**config.mk**
```make
export PLATFORM = sky130hd
export DESIGN_NAME = npxl_empfaenger
export DESIGN_NICKNAME = d
export VERILOG_FILES = /design/src/rtl/npxl_empfaenger_pkg.sv /design/src/rtl/npxl_sync.sv /design/src/rtl/npxl_empfaenger.sv
export SDC_FILE = /design/constraint.sdc
export NUM_CORES = 1
export LEC_CHECK = 0
export ABC_AREA = 0
export CORE_UTILIZATION = 56
export CTS_CLUSTER_SIZE = 14
export DETAILED_ROUTE_END_ITERATION = 8
export GPL_TIMING_DRIVEN = 0
export PLACE_DENSITY = 0.79
export RECOVER_POWER = 100
export SLEW_MARGIN = 10
export SYNTH_ARGS = -nofsm -noshare
export SYNTH_HDL_FRONTEND = slang
export SYNTH_SLANG_ARGS = --single-unit
export TNS_END_PERCENT = 5
```
**constraint.sdc**
```tcl
create_clock -name i_clk -period 2.97 [get_ports i_clk]
set_input_delay 0.594 -clock i_clk [delete_from_list [all_inputs] [get_ports i_clk]]
set_output_delay 0.594 -clock i_clk [all_outputs]
set_load 0.03 [all_outputs]
```
**src/rtl/npxl_empfaenger_pkg.sv**
```systemverilog
// npxl receiver shared types, 48 MHz WS2812 timing constants and helpers.
// Used by both the transmitter and the receiver side of the npxl link.
package npxl_empfaenger_pkg;

  localparam int NPXL_T0H    = 20;
  localparam int NPXL_T1H    = 40;
  localparam int NPXL_TBIT   = 61;
  localparam int NPXL_TLATCH = 3600;

  // Receiver thresholds derived from the nominal line timing
  localparam int NPXL_THRESH = (NPXL_T0H + NPXL_T1H) / 2;
  localparam int NPXL_TMIN   = NPXL_T0H / 2 - 2;
  localparam int NPXL_TMAX   = NPXL_TBIT - 1;
  localparam int NPXL_TRESET = NPXL_TLATCH / 2;

  localparam int CNT_W  = 12;
  localparam int WORD_W = 24;

  typedef logic [CNT_W-1:0] cnt_t;

  typedef enum logic [1:0] {
    SYNC,
    IDLE,
    HIGH,
    LOW
  } state_e;

  function automatic cnt_t sat_inc(cnt_t v);
    return (&v) ? v : v + cnt_t'(1);
  endfunction

endpackage

```
**src/rtl/npxl_sync.sv**
```systemverilog
// Two-flop synchronizer for the npxl line plus rise/fall detection.
// All edges refer to the synchronized level.
module npxl_sync (
  input  logic i_clk,
  input  logic i_rst_n,
  input  logic i_d,
  output logic o_level,
  output logic o_rise,
  output logic o_fall
);

  logic s1;
  logic s2;
  logic s3;

  always_ff @(posedge i_clk) begin
    if (!i_rst_n) begin
      s1 <= 1'b0;
      s2 <= 1'b0;
      s3 <= 1'b0;
    end else begin
      s1 <= i_d;
      s2 <= s1;
      s3 <= s2;
    end
  end

  assign o_level = s2;
  assign o_rise  = s2 & ~s3;
  assign o_fall  = ~s2 & s3;

endmodule

```
**src/rtl/npxl_empfaenger.sv**
```systemverilog
// WS2812-style serial receiver: decodes pulse widths into 24-bit words
// and emits one write strobe per LED plus a frame-end pulse.
module npxl_empfaenger
  import npxl_empfaenger_pkg::*;
#(
  parameter int LEDS     = 20,
  parameter int ADDR     = 8,
  parameter int T_THRESH = NPXL_THRESH,
  parameter int T_MIN    = NPXL_TMIN,
  parameter int T_MAX    = NPXL_TMAX,
  parameter int T_RESET  = NPXL_TRESET
) (
  input  logic              i_clk,
  input  logic              i_rst_n,
  input  logic              i_npxl_data,
  output logic              o_wr_en,
  output logic [ADDR-1:0]   o_wr_addr,
  output logic [WORD_W-1:0] o_wr_data,
  output logic              o_frame_done,
  output logic [ADDR-1:0]   o_led_count,
  output logic              o_err,
  output logic              o_overflow
);

  localparam cnt_t C_THR = cnt_t'(T_THRESH);
  localparam cnt_t C_MIN = cnt_t'(T_MIN);
  localparam cnt_t C_MAX = cnt_t'(T_MAX);
  localparam cnt_t C_GAP = cnt_t'(T_RESET - 1);

  localparam logic [ADDR-1:0] A_MAX = ADDR'(LEDS);
  localparam logic [4:0] LAST_BIT = 5'(WORD_W - 1);

  logic line;
  logic rise;
  logic fall;

  npxl_sync u_sync (
    .i_clk   (i_clk),
    .i_rst_n (i_rst_n),
    .i_d     (i_npxl_data),
    .o_level (line),
    .o_rise  (rise),
    .o_fall  (fall)
  );

  state_e state;
  state_e state_n;

  cnt_t cnt;
  cnt_t gap;
  cnt_t ht;

  logic [4:0]        bitcnt;
  logic [WORD_W-2:0] shreg;
  logic [WORD_W-1:0] word_n;
  logic [ADDR-1:0]   addr;

  logic gap_hit;
  logic bad_w;
  logic bit_v;
  logic start;
  logic new_frame;
  logic take_bit;
  logic bad;
  logic done;
  logic resync;

  // cnt lags the true high time by one: the rise cycle is not counted
  assign ht      = sat_inc(cnt);
  assign bit_v   = ht >= C_THR;
  assign bad_w   = (ht < C_MIN) || (ht > C_MAX);
  assign gap_hit = !line && (gap == C_GAP);
  assign word_n  = {shreg, bit_v};

  always_ff @(posedge i_clk) begin
    if (!i_rst_n) begin
      state <= SYNC;
    end else begin
      state <= state_n;
    end
  end

  always_comb begin
    state_n   = state;
    start     = 1'b0;
    new_frame = 1'b0;
    take_bit  = 1'b0;
    bad       = 1'b0;
    done      = 1'b0;
    resync    = 1'b0;
    unique case (state)
      SYNC: begin
        if (gap_hit) begin
          state_n = IDLE;
          resync  = 1'b1;
        end
      end
      IDLE, LOW: begin
        if (rise) begin
          state_n   = HIGH;
          start     = 1'b1;
          new_frame = (state == IDLE);
        end else if (gap_hit) begin
          state_n = IDLE;
          done    = 1'b1;
        end
      end
      HIGH: begin
        unique case (1'b1)
          fall && bad_w: begin
            state_n = SYNC;
            bad     = 1'b1;
          end
          fall && !bad_w: begin
            state_n  = LOW;
            take_bit = 1'b1;
          end
          line && (cnt >= C_MAX): begin
            state_n = SYNC;
            bad     = 1'b1;
          end
          default: ;
        endcase
      end
      default: state_n = SYNC;
    endcase
  end

  always_ff @(posedge i_clk) begin
    if (!i_rst_n) begin
      cnt          <= '0;
      gap          <= '0;
      bitcnt       <= '0;
      shreg        <= '0;
      addr         <= '0;
      o_wr_en      <= 1'b0;
      o_wr_addr    <= '0;
      o_wr_data    <= '0;
      o_frame_done <= 1'b0;
      o_led_count  <= '0;
      o_err        <= 1'b0;
      o_overflow   <= 1'b0;
    end else begin
      o_wr_en      <= 1'b0;
      o_frame_done <= 1'b0;
      gap          <= line ? '0 : sat_inc(gap);

      if (start) begin
        cnt <= '0;
      end else if (state == HIGH && line) begin
        cnt <= sat_inc(cnt);
      end

      if (new_frame) begin
        o_err      <= 1'b0;
        o_overflow <= 1'b0;
      end

      if (take_bit) begin
        shreg <= word_n[WORD_W-2:0];
        if (bitcnt == LAST_BIT) begin
          bitcnt <= '0;
          if (addr >= A_MAX) begin
            o_overflow <= 1'b1;
          end else begin
            o_wr_en   <= 1'b1;
            o_wr_addr <= addr;
            o_wr_data <= word_n;
            addr      <= addr + ADDR'(1);
          end
        end else begin
          bitcnt <= bitcnt + 5'd1;
        end
      end

      if (bad) begin
        o_err  <= 1'b1;
        bitcnt <= '0;
        addr   <= '0;
      end

      if (done) begin
        o_frame_done <= 1'b1;
        o_led_count  <= (addr > A_MAX) ? A_MAX : addr;
        if (bitcnt != '0) begin
          o_err <= 1'b1;
        end
        addr   <= '0;
        bitcnt <= '0;
      end

      // Leaving SYNC restarts the gap count so IDLE sees a full latch gap
      if (resync) begin
        gap    <= '0;
        addr   <= '0;
        bitcnt <= '0;
      end
    end
  end

endmodule

```
==> impl_metrics.yaml <==
run_status:
  status: "finished, final reports clean"
global_routing:
  antenna_found_initial: 0
  grt_max_degree: 20
  grt_usage: 0.252
  overflow: 0
  grt_pass1_wl_mm: 17.4
  grt_pass1_vias: 3721
power:
  vdd_drop_max_mv: 0.289
  powerDensity_nw_per_um2: 446
  leakage_nw: 2.05
floorplanning:
  start_util: 0.592
  dieArea_um2: 8710
  die_w_um: 93.4
  die_y_um: 93.4
  fp-row-count: 32
  io_pins: 47
  coreArea_um2: 7890
synth:
  synth_top_area_cell: "dfxtp_1"
  synth_flop_cell: "dfxtp_1"
  synth-seq-cells: 109
  async_flop_share: 0
  ys_types: 58
  syn-cell-area_um2: 4670
  syn_nets: 552
  syn-instance-count: 542
  yosysWarningCount: 0
  synth_edf_count: 0
  seq_area_frac_synth: 0.467
  synth_area_leaders: "dfxtp_1 (47%), mux2i_1 (6.4%), nand2_1 (6.4%)"
  avgSynthCellArea_um2: 8.62
  synth_top_area_share: 0.467
setup_path:
  rr_worst_depth: 11
  cp_data_arrival_time_ns: 3.02
  path_class: "flip-flop to flip-flop"
  cp.required_ns: 3.21
  cp-start-kind: "flip-flop"
  cp-end-kind: "flip-flop"
  path_max_fanout: 10
route:
  vias: 3974
  ant_nets: 0
  drc_errors: 0
  wirelength_mm: 10.3
  viasPerCell: 5.64
  drt_pre_antenna_iters: 5
  wl_per_cell_um: 14.7
  first_iter_violations: 184
place:
  place_congestion: 0.850
  hpwl_mm: 7.44
  pre_cts_slack_ns: 0.0575
  place_inst: 690
  portBuffers: 46
layout:
  layout.cells.non_filler: 705
  final_nets: 609
  drive_above_1_share: 0.0846
  nFillCells: 624
  fin_util: 0.694
  diodes: 0
  syn_to_final_growth_pct: 17.2
clock_network:
  cts_sinks: 109
  clock-root-buffer: "clkbuf_8"
  cts_buffer_depth: 2
  cts_tree: "built"
  insertion_delay_ns: 0.37
  numCtsBuffers: 9
  cts_htree_levels: 3
  post_cts_buffers: 0
  clkTransAtPathRegs_ns: 0.11
timing:
  tightestPinTransition_ns: 0.593
  slew_headroom: 0.603
  rsz0062_at_grt: "false"
  setup_ws_ns: 0.195
  hold_viol_final: 0
  slew_violations: 0
  setup_viol: 0
  finalCritPeriodShare: 0.934
  timing.final.crit_period_ns: 2.78
  finClkSkew_ns: 0.0139
  fmax_ghz: 0.360
  tns_ns: 0
worst_hold_path:
  hold_depth: 2
  hold_path_class: "flip-flop to flip-flop"
job:
  maxCapViolCount: 0
[metal layers]
metal | GRT usage | part of all wire | up-vias
met5 | 0 | 0 | -
met4 | 0.0756 | 0.015 | 0
met3 | 0.0618 | 0.052 | 14
met2 | 0.436 | 0.49 | 94
met1 | 0.308 | 0.45 | 1883
li1 | - | - | 1983
[stage by stage]
| stage | area, µm² | hold WS [ns] | power [W] |
|---|---|---|---|
| 3_3_place_gp | 5260 | 0.419 | 0.00155 |
| 3_5_place_dp | 5260 | 0.430 | 0.00155 |
| 5_1_grt | 5480 | 0.459 | 0.00252 |
| 2_1_floorplan | 4670 | 0.412 | 0.00153 |
| 6_report | 5480 | 0.437 | 0.00244 |
| 4_1_cts | 5470 | 0.449 | 0.00246 |
[final cells by class]
cell class,instances,area [µm²],share of cell area
clock buffers,9,124,0.0226
flip-flops and latches,109,2180,0.399
multi-input cells,385,2260,0.413
well taps,102,128,0.0233
repair buffers,46,460,0.0841
plain buffers,31,174,0.0318
inverters,17,63.8,0.0117
clock inverters,6,82.6,0.0151
[flip-flops by register name (all words and copies together) (netlist names), 5 cells and up]
name         cells
o_wr_addr        8
shreg           23
bitcnt           5
o_wr_data       24
o_led_count      8
gap             12
cnt             12
addr             8
[logic make-up after synthesis]
family,after synthesis,synth area share
multiplexers,30,0.0643
AND/OR/NAND/NOR,236,0.241
buffers and inverters,48,0.0493
AO/OA/AOI/OAI,100,0.137
flip-flops,109,0.467
adder cells (fa/ha/maj),7,0.0187
XOR/XNOR,12,0.0225
[worst max-delay path: stages (launching register included)]
cell,delay (ns)
dfxtp_1,0.32
buf_4,0.16
nand4_2,0.19
or4_1,0.53
clkbuf_2,0.17
o2bb2ai_1,0.24
a21oi_1,0.18
o2111a_1,0.25
buf_2,0.17
clkbuf_2,0.23
nand2_1,0.13
a21oi_1,0.07
[cells in the final DEF (no fill, tap or decap), drive strengths merged, types with 10 or more instances in the layout]
| cell | synthesis | routed |
|---|---|---|
| dfxtp | 109 | 109 |
| nor3 | 11 | 11 |
| a21oi | 48 | 48 |
| mux2i | 30 | 30 |
| and3 | 13 | 13 |
| dlygate4sd3 | 0 | 45 |
| inv | 17 | 19 |
| clkbuf | 18 | 30 |
| nor2 | 71 | 71 |
| nand3 | 24 | 24 |
| o21ai | 15 | 15 |
| buf | 13 | 10 |
| nand2 | 80 | 80 |
[cell usage after synthesis, drive strengths merged, types with 2 or more instances]
master,count
o21a,2
nand2,80
a31oi,4
and2,5
or4,2
xnor2,6
o21ai,15
clkbuf,18
nor3,11
inv,17
a311oi,3
o2111ai,2
and4,3
a21oi,48
nor3b,2
nor4b,4
nand3,24
mux2i,30
o2bb2ai,2
xor2,6
a22oi,4
ha,7
nand2b,3
nor4,4
nor2,71
dfxtp,109
and3,13
buf,13
nand3b,3
a21o,3
nor2b,6
nand4,4
a211o,3
a211oi,4
[what timing repair did]
action,CTS,global route
hold endpoints to repair,0,0
endpoints found under the setup margin,1,58
gates resized for setup,1,12
hold buffers,0,0
[path summary, 6_finish.rpt]
path	from	end	slack (ns)
min	addr[6]	addr[6]	0.44
min reg2reg	addr[6]	addr[6]	0.44
max reg2reg	cnt[3]	o_wr_addr[4]	0.19
max	cnt[3]	o_wr_addr[4]	0.19
[power breakdown]
group | total, W | switching, W | internal [W]
clock | 0.000925 | 0.000522 | 0.000403
combinational | 0.0000464 | 0.0000335 | 0.0000129
sequential | 0.00147 | 0.00000495 | 0.00147
total | 0.00244 | 0.000561 | 0.00188
No activity file was read; power rests on OpenSTA's default activity.
